## config.mk

```make
export PLATFORM = sky130hd
export DESIGN_NAME = tank_motion_controller
export DESIGN_NICKNAME = d
export VERILOG_FILES = /design/src/rtl/tank_motion_controller.sv
export SDC_FILE = /design/constraint.sdc
export NUM_CORES = 1
export LEC_CHECK = 0
export ABC_AREA = 1
export CAP_MARGIN = 25
export CORE_MARGIN = 8
export CORE_UTILIZATION = 45
export CTS_BUF_LIST = sky130_fd_sc_hd__clkbuf_8
export DETAILED_ROUTE_END_ITERATION = 7
export PLACE_DENSITY_LB_ADDON = 0.1
export SKIP_CTS_REPAIR_TIMING = 1
export SYNTH_ARGS = -nofsm -noshare
export SYNTH_HDL_FRONTEND = slang
export SYNTH_SLANG_ARGS = --single-unit
```

## constraint.sdc

```tcl
create_clock -name Master_Clock_In -period 9.3 [get_ports Master_Clock_In]
set_input_delay 1.86 -clock Master_Clock_In [delete_from_list [all_inputs] [get_ports Master_Clock_In]]
set_output_delay 1.86 -clock Master_Clock_In [all_outputs]
set_load 0.03 [all_outputs]
```

## src/rtl/tank_motion_controller.sv

```systemverilog
// Per-frame tank movement sequencer: samples buttons on Frame_Tick, bounds-checks the
// candidate position, looks up the two leading corner tiles, then commits or rejects.
module tank_motion_controller #(
    parameter int         Pixels_Horiz = 640,
    parameter int         Pixels_Vert  = 480,
    parameter int         EdgeWidth    = 20,
    parameter int         xWidth       = 60,
    parameter int         yWidth       = 60,
    parameter int         Step         = 1,
    parameter int         Tile_Shift   = 5,
    parameter logic [3:0] Wall_Code    = 4'h0,
    parameter int         Ack_Timeout  = 15,
    parameter int         X_Init       = 290,
    parameter int         Y_Init       = 210
) (
    input  logic       Master_Clock_In,
    input  logic       Reset_N_In,
    input  logic       Frame_Tick,
    input  logic       Up,
    input  logic       Down,
    input  logic       Left,
    input  logic       Right,
    output logic       Map_Req,
    output logic [4:0] Map_Col,
    output logic [3:0] Map_Row,
    input  logic       Map_Ack,
    input  logic [3:0] Map_Tile,
    output logic [9:0] xPosition,
    output logic [9:0] yPosition,
    output logic [1:0] Direction,
    output logic       Busy,
    output logic       Move_Done,
    output logic       Move_Blocked
);

    localparam int CW = $clog2(Ack_Timeout + 1);

    localparam logic signed [10:0] L_XMIN = 11'(EdgeWidth);
    localparam logic signed [10:0] L_XMAX = 11'(Pixels_Horiz - EdgeWidth - xWidth);
    localparam logic signed [10:0] L_YMIN = 11'(EdgeWidth);
    localparam logic signed [10:0] L_YMAX = 11'(Pixels_Vert - EdgeWidth - yWidth);
    localparam logic signed [10:0] L_STEP = 11'(Step);
    localparam logic signed [10:0] L_XOFF = 11'(xWidth - 1);
    localparam logic signed [10:0] L_YOFF = 11'(yWidth - 1);

    localparam logic [1:0] DIR_UP    = 2'd0;
    localparam logic [1:0] DIR_DOWN  = 2'd1;
    localparam logic [1:0] DIR_LEFT  = 2'd2;
    localparam logic [1:0] DIR_RIGHT = 2'd3;

    typedef enum logic [2:0] {
        S_IDLE, S_CALC, S_CHK_A, S_CHK_B, S_COMMIT, S_REJECT
    } state_t;

    state_t r_state, w_next;

    logic [9:0]    r_x, r_y;
    logic [1:0]    r_dir;
    logic          r_req, r_got, r_wall;
    logic [4:0]    r_col;
    logic [3:0]    r_row;
    logic [CW-1:0] r_cnt;
    logic          r_done, r_blk;

    logic               w_any, w_oob, w_timeout, w_enter_a, w_enter_b;
    logic [1:0]         w_sel_dir;
    logic signed [10:0] w_x0, w_y0, w_nx, w_ny;
    logic [10:0]        w_ax, w_ay, w_bx, w_by;
    logic               w_unused;

    assign w_any = Up | Down | Left | Right;
    assign w_sel_dir = Up ? DIR_UP : Down ? DIR_DOWN : Left ? DIR_LEFT : DIR_RIGHT;

    // Candidate is signed so a step below zero shows up as negative, not a wrap.
    assign w_x0 = $signed({1'b0, r_x});
    assign w_y0 = $signed({1'b0, r_y});

    always_comb begin
        w_nx = w_x0;
        w_ny = w_y0;
        case (r_dir)
            DIR_UP:   w_ny = w_y0 - L_STEP;
            DIR_DOWN: w_ny = w_y0 + L_STEP;
            DIR_LEFT: w_nx = w_x0 - L_STEP;
            default:  w_nx = w_x0 + L_STEP;
        endcase
    end

    assign w_oob = (w_nx < L_XMIN) || (w_nx > L_XMAX) || (w_ny < L_YMIN) || (w_ny > L_YMAX);

    // Leading corners: A/B share the edge facing the direction of travel.
    assign w_ax = w_nx + ((r_dir == DIR_RIGHT) ? L_XOFF : 11'sd0);
    assign w_ay = w_ny + ((r_dir == DIR_DOWN)  ? L_YOFF : 11'sd0);
    assign w_bx = w_nx + ((r_dir == DIR_LEFT)  ? 11'sd0 : L_XOFF);
    assign w_by = w_ny + ((r_dir == DIR_UP)    ? 11'sd0 : L_YOFF);

    assign w_unused = ^{w_ax, w_ay, w_bx, w_by, w_nx[10], w_ny[10]};

    assign w_timeout = r_req && !Map_Ack && (r_cnt == CW'(Ack_Timeout - 1));

    always_comb begin
        w_next = r_state;
        case (r_state)
            S_IDLE:   if (Frame_Tick && w_any) w_next = S_CALC;
            S_CALC:   w_next = w_oob ? S_REJECT : S_CHK_A;
            S_CHK_A: begin
                if (w_timeout || (r_got && r_wall)) w_next = S_REJECT;
                else if (r_got)                     w_next = S_CHK_B;
            end
            S_CHK_B: begin
                if (w_timeout || (r_got && r_wall)) w_next = S_REJECT;
                else if (r_got)                     w_next = S_COMMIT;
            end
            S_COMMIT: w_next = S_IDLE;
            S_REJECT: w_next = S_IDLE;
            default:  w_next = S_IDLE;
        endcase
    end

    assign w_enter_a = (w_next == S_CHK_A) && (r_state != S_CHK_A);
    assign w_enter_b = (w_next == S_CHK_B) && (r_state != S_CHK_B);

    always_ff @(posedge Master_Clock_In) begin
        if (!Reset_N_In) r_state <= S_IDLE;
        else             r_state <= w_next;
    end

    always_ff @(posedge Master_Clock_In) begin
        if (!Reset_N_In) begin
            r_x    <= 10'(X_Init);
            r_y    <= 10'(Y_Init);
            r_dir  <= DIR_UP;
            r_req  <= 1'b0;
            r_got  <= 1'b0;
            r_wall <= 1'b0;
            r_col  <= '0;
            r_row  <= '0;
            r_cnt  <= '0;
            r_done <= 1'b0;
            r_blk  <= 1'b0;
        end else begin
            r_done <= 1'b0;
            r_blk  <= 1'b0;
            if (r_state == S_IDLE && Frame_Tick && w_any)
                r_dir <= w_sel_dir;
            if (w_enter_a || w_enter_b) begin
                r_req <= 1'b1;
                r_got <= 1'b0;
                r_cnt <= '0;
                r_col <= w_enter_a ? w_ax[Tile_Shift +: 5] : w_bx[Tile_Shift +: 5];
                r_row <= w_enter_a ? w_ay[Tile_Shift +: 4] : w_by[Tile_Shift +: 4];
            end else if (r_req) begin
                if (Map_Ack) begin
                    r_req  <= 1'b0;
                    r_got  <= 1'b1;
                    r_wall <= (Map_Tile == Wall_Code);
                end else if (w_timeout) begin
                    r_req <= 1'b0;
                end else begin
                    r_cnt <= r_cnt + CW'(1);
                end
            end
            // Position and pulses update on entry so they are visible in the COMMIT/REJECT cycle.
            if (w_next == S_COMMIT && r_state != S_COMMIT) begin
                r_x    <= w_nx[9:0];
                r_y    <= w_ny[9:0];
                r_done <= 1'b1;
            end
            if (w_next == S_REJECT && r_state != S_REJECT)
                r_blk <= 1'b1;
        end
    end

    assign Map_Req      = r_req;
    assign Map_Col      = r_col;
    assign Map_Row      = r_row;
    assign xPosition    = r_x;
    assign yPosition    = r_y;
    assign Direction    = r_dir;
    assign Busy         = (r_state != S_IDLE);
    assign Move_Done    = r_done;
    assign Move_Blocked = r_blk;

endmodule

```

==> flow_summary.yaml, run 1 <==
place:
  dp.cells: 746
  port_buffers: 46
  post-dp-hpwl_um: 7720
  routabilityCongestion: 0.954
timing:
  finalSetupTns_ps: 0
  holdWs_ps: 465
  post-route-period-util: 0.468
  setup_viol: 0
  rsz0062_at_grt: "no"
  post-route-min-period_ps: 4360
  maxSlewViolCount: 0
  skew_ps: 10.9
  final-hold-violation-count: 0
  fmax_ghz: 0.230
  slew_headroom: 0.464
  tightest_slew_ps: 799
worst_setup_path:
  start_kind: "flip-flop"
  r2r-end: "Map_Row[3]$_SDFFE_PN0P_"
  reg2reg_setup_slack_ps: 4940
  critPathSlowestCell: "buf_4"
  startpoint: "Direction[1]$_SDFFE_PN0P_"
  worst_setup_path_end_kind: "flip-flop"
  worstRegToRegCells: 27
  crit_end: "Map_Row[3]$_SDFFE_PN0P_"
  crit_top_cell: "nand2_1"
  crit_type: "reg2reg"
  required_ps: 9510
  rr_startpoint: "Direction[1]$_SDFFE_PN0P_"
  cp.arrival_ps: 4570
  crit_path_max_fanout: 32
  critical_path.max_stage_delay_ps: 350
clock_network:
  clkSinkCount: 43
  clkLatencyLatePin_ps: 310
  clkTransAtPathRegs_ps: 100
  cts_buffers: 5
  clock-root-buffer: "clkbuf_8"
  htreeDepth: 2
  clockBufferDepth: 2
  tritoncts: "yes"
global_route:
  busiest_layer: "met2"
  grt_pass1_wl_um: 16900
  use_met2: 0.278
  grt_pass1_vias: 3546
  antenna_found_initial: 0
  use_met1: 0.236
  grt_max_degree: 35
  grt_use_met3: 0.0466
  gr-usage-all-layers: 0.180
  grt.overflow.total: 0
die:
  core-area_um2: 8050
  start_util: 0.455
  rows: 33
  dieArea_um2: 11300
  ios: 47
  die_x_um: 106
  die_height_um: 106
yosys:
  synth-compound-area-share: 0.140
  muxShareOfSynthArea: 0
  synth_xor_xnor_area_share: 0.0143
  yosys_warnings: 0
  yosys.area_share.simple: 0.412
  yosysUniqueCellTypes: 38
  syn_area_per_cell_um2: 6.03
  syn_inst: 608
  ys_seq_area_frac: 0.235
  syn_nets: 640
  synthAdderAreaFrac: 0.0703
  synth.ff_latch_count: 43
  syn-cell-area_um2: 3670
  synth_top_family_by_area: "simple AND/OR/NAND/NOR gates"
final_layout:
  antennaDiodeCount: 0
  multi_input_area_um2: 2340
  drive_gt1_frac: 0.0755
  mostFrequentLayoutCell: "nand2_1"
  area_growth_pct: 16.1
  final_nets: 680
  nFillCells: 848
  final_cell_mix: "184 x nand2_1, 88 x inv_1, 67 x nand3_1"
  seq_area_um2: 861
  final_cells: 754
routing:
  drtIter0Drc: 161
  routed_wl_um: 9960
  drcViolationCount: 0
  vias: 3830
  wl_per_cell_um: 13.2
  via_per_inst: 5.08
  drtAntennaViolNets: 0
  drt_pre_antenna_iters: 5
job:
  maxCapViolations: 0
status:
  outcome: "finished clean"
min_path:
  hold_path.class: "reg2reg"
  hp-start: "r_wall$_SDFFE_PN0P_"
[cells in the mapped netlist, drive strengths merged]
library cell | instances | area share
a41oi | 3 | 0.0072
a21boi | 2 | 0.0041
nand3 | 71 | 0.10
nor4 | 2 | 0.0034
xnor2 | 2 | 0.0048
a211oi | 1 | 0.0020
a31oi | 3 | 0.0051
o21ai | 34 | 0.046
or2 | 3 | 0.0051
o21bai | 2 | 0.0041
a21oi | 33 | 0.047
clkbuf | 5 | 0.0051
nand3b | 2 | 0.0041
o211ai | 7 | 0.021
xor2 | 4 | 0.0096
o2111a | 1 | 0.0031
inv | 94 | 0.096
nand2 | 198 | 0.21
nand4 | 9 | 0.015
dfxtp | 43 | 0.23
buf | 10 | 0.027
ha | 19 | 0.065
nor3 | 6 | 0.0082
nor2 | 53 | 0.060
fa | 1 | 0.0055
[kinds of logic (layout without fill, tap and decap cells)]
kind of cell,after synthesis,after routing
simple gates,344,344
buf+inv,109,150
compound gates,86,86
flops,43,43
fa+ha+maj,20,20
xor+xnor,6,6
[state kept, by name, indices dropped and copies added (netlist names)]
name	count
r_cnt	4
Map_Col	5
xPosition	10
Map_Req	1
r_got	1
Map_Row	4
yPosition	10
r_wall	1
Direction	2
Move_Done	1
r_state	3
Move_Blocked	1
[layer usage]
metal	routed length [µm]	share of wire
met3	671	0.067
met4	212	0.021
met1	4780	0.48
met2	4300	0.43
met5	0	0
[through the flow]
step                      utilization  cell area [µm²]  worst slack, ps
after floorplan                     -             3670             5080
after global placement          0.516             4160             4910
after detailed placement        0.516             4160             4820
after CTS                       0.529             4260             4970
after global routing            0.529             4260             4380
final                           0.529             4260             4940
[cell type report]
| type | count | share of cell area |
|---|---|---|
| repair buffers | 48 | 0.112 |
| clock inverters | 2 | 0.00382 |
| flip-flops and latches | 43 | 0.202 |
| well taps | 105 | 0.0309 |
| clock buffers | 6 | 0.0194 |
| inverters | 94 | 0.0829 |
| multi-input cells | 456 | 0.549 |
[worst min-delay path by stage]
stage | depth (start not counted) | endpoint | slack (ps)
2_1_floorplan | 2 | r_wall$_SDFFE_PN0P_ | 420
3_3_place_gp | 2 | r_wall$_SDFFE_PN0P_ | 440
3_5_place_dp | 2 | r_wall$_SDFFE_PN0P_ | 450
4_1_cts | 2 | r_wall$_SDFFE_PN0P_ | 470
5_1_grt | 2 | r_wall$_SDFFE_PN0P_ | 490
6_report | 2 | r_wall$_SDFFE_PN0P_ | 460
[critical path: cells and delay by family (launching register included)]
| family | cells | cell delay (ps) |
|---|---|---|
| adder cells (fa/ha/maj) | 2 | 700 |
| AO/OA/AOI/OAI | 3 | 630 |
| buffers and inverters | 5 | 800 |
| flip-flops | 1 | 320 |
| AND/OR/NAND/NOR | 17 | 1780 |
Power of run 1 is not shown: default switching activity piles up to over one toggle a cycle in this logic, so the estimate is an artifact.
==> run 2, diff against run 1 <==
Clock period 9.3 ns to 4.35 ns, I/O delays scaled along.
==> run 2 against run 1 <==
Effect of this change:
- first-iteration DRC count rose by 91%
- global-route usage fell by 0.68 points
- clock skew fell by 1.8 ps
- cell count rose by 0.93%
- cell area rose by 2.3%
- via count barely moved
- die area did not move
- critical path type unchanged
- setup slack got worse by 4500 ps
- register-to-register slack got worse by 4500 ps
- non-clock buffer count rose by 7
- sequential share of layout area fell by 0.36 points
==> flow_summary.yaml, run 2 (synthesized netlist as in run 1, its figures left out) <==
final_layout:
  final_cell_mix: "183 x nand2_1, 88 x inv_1, 66 x nand3_1"
  final_util: 0.541
  mostFrequentLayoutCell: "nand2_1"
  final_nets: 687
  seq_area_um2: 865
  multi_input_area_um2: 2380
  antennaDiodeCount: 0
  drive_gt1_frac: 0.102
  nFillCells: 861
  area_growth_pct: 18.7
timing:
  post-route-period-util: 0.897
  skew_ps: 9.11
  finalSetupTns_ps: 0
  setup_viol: 0
  rsz0062_at_grt: "no"
  slew_headroom: 0.386
  fmax_ghz: 0.256
  maxSlewViolCount: 0
  final-hold-violation-count: 0
  tightest_slew_ps: 918
  post-route-min-period_ps: 3900
place:
  port_buffers: 46
  post-dp-hpwl_um: 7630
  routabilityCongestion: 0.889
routing:
  routed_wl_um: 9830
  drtAntennaViolNets: 0
  via_per_inst: 5.03
  wl_per_cell_um: 12.9
  drcViolationCount: 0
  drt_pre_antenna_iters: 4
  drtIter0Drc: 308
  vias: 3831
worst_setup_path:
  critical_path.max_stage_delay_ps: 360
  worst_setup_path_end_kind: "flip-flop"
  required_ps: 4550
  crit_type: "reg2reg"
  critPathSlowestCell: "dfxtp_2"
  cp.arrival_ps: 4100
  crit_top_cell: "nand2_1"
  crit_path_max_fanout: 12
  start_kind: "flip-flop"
die:
  rows: 33
  ios: 47
  die_height_um: 106
  core-area_um2: 8050
  dieArea_um2: 11300
  die_x_um: 106
  start_util: 0.455
clock_network:
  htreeDepth: 2
  clkSinkCount: 43
  clock-root-buffer: "clkbuf_8"
  tritoncts: "yes"
  clockBufferDepth: 2
  cts_buffers: 5
  clkTransAtPathRegs_ps: 90
  clkLatencyLatePin_ps: 300
global_route:
  antenna_found_initial: 0
  gr-usage-all-layers: 0.173
  grt_pass1_vias: 3446
  grt_pass1_wl_um: 16500
  grt_max_degree: 26
  grt.overflow.total: 0
min_path:
  hold_path.class: "reg2reg"
job:
  maxCapViolations: 0
status:
  outcome: "finished clean"
run 2: cell types whose count changed in the layout (fill, tap and decap cells not counted), sizes merged:
| cell | before | now |
|---|---|---|
| clkbuf | 6 | 5 |
| inv | 94 | 95 |
| buf | 2 | 9 |
run 2: cell type report:
type,count,share of cell area
clock buffer,5,0.0158
clock inverter,3,0.00374
inverter,94,0.0816
multi-input combinational,456,0.548
sequential,43,0.199
tap,105,0.0302
timing repair buffer,55,0.122
run 2: metrics by stage:
stage | instance area, µm² | hold WS (ps) | cells | setup slack [ps]
after global routing | 4350 | 476 | 761 | 15.5
final | 4350 | 455 | 761 | 449
after floorplan | 3670 | 424 | 608 | 129
after CTS | 4300 | 455 | 761 | 136
after global placement | 4210 | 438 | 753 | 302
after detailed placement | 4210 | 440 | 753 | 203
run 2: final timing paths:
kind	slack, ps	depth (start not counted)	startpoint	to
worst max-delay path	450	30	Direction[0]$_SDFFE_PN0P_	Map_Col[4]$_SDFFE_PN0P_
worst min-delay path	450	2	r_wall$_SDFFE_PN0P_	r_wall$_SDFFE_PN0P_
worst max register to register	450	30	Direction[0]$_SDFFE_PN0P_	Map_Col[4]$_SDFFE_PN0P_
worst min register to register	450	2	r_wall$_SDFFE_PN0P_	r_wall$_SDFFE_PN0P_
run 2: critical path: cells and delay by family, from the launching register on:
kind                     cells  cell delay (ps)
AO/OA/AOI/OAI                3              450
adder cells (fa/ha/maj)      2              480
buffers and inverters        7              610
flip-flops                   1              360
AND/OR/NAND/NOR             18             1900
run 2: per-layer routing:
metal | track usage | part of all wire | up-vias
li1 | - | - | 2048
met1 | 0.249 | 0.51 | 1685
met2 | 0.265 | 0.43 | 92
met3 | 0.0296 | 0.058 | 6
met4 | 0.0342 | 0.0066 | 0
met5 | 0 | 0 | -
Power of run 2 is left out for the same reason.
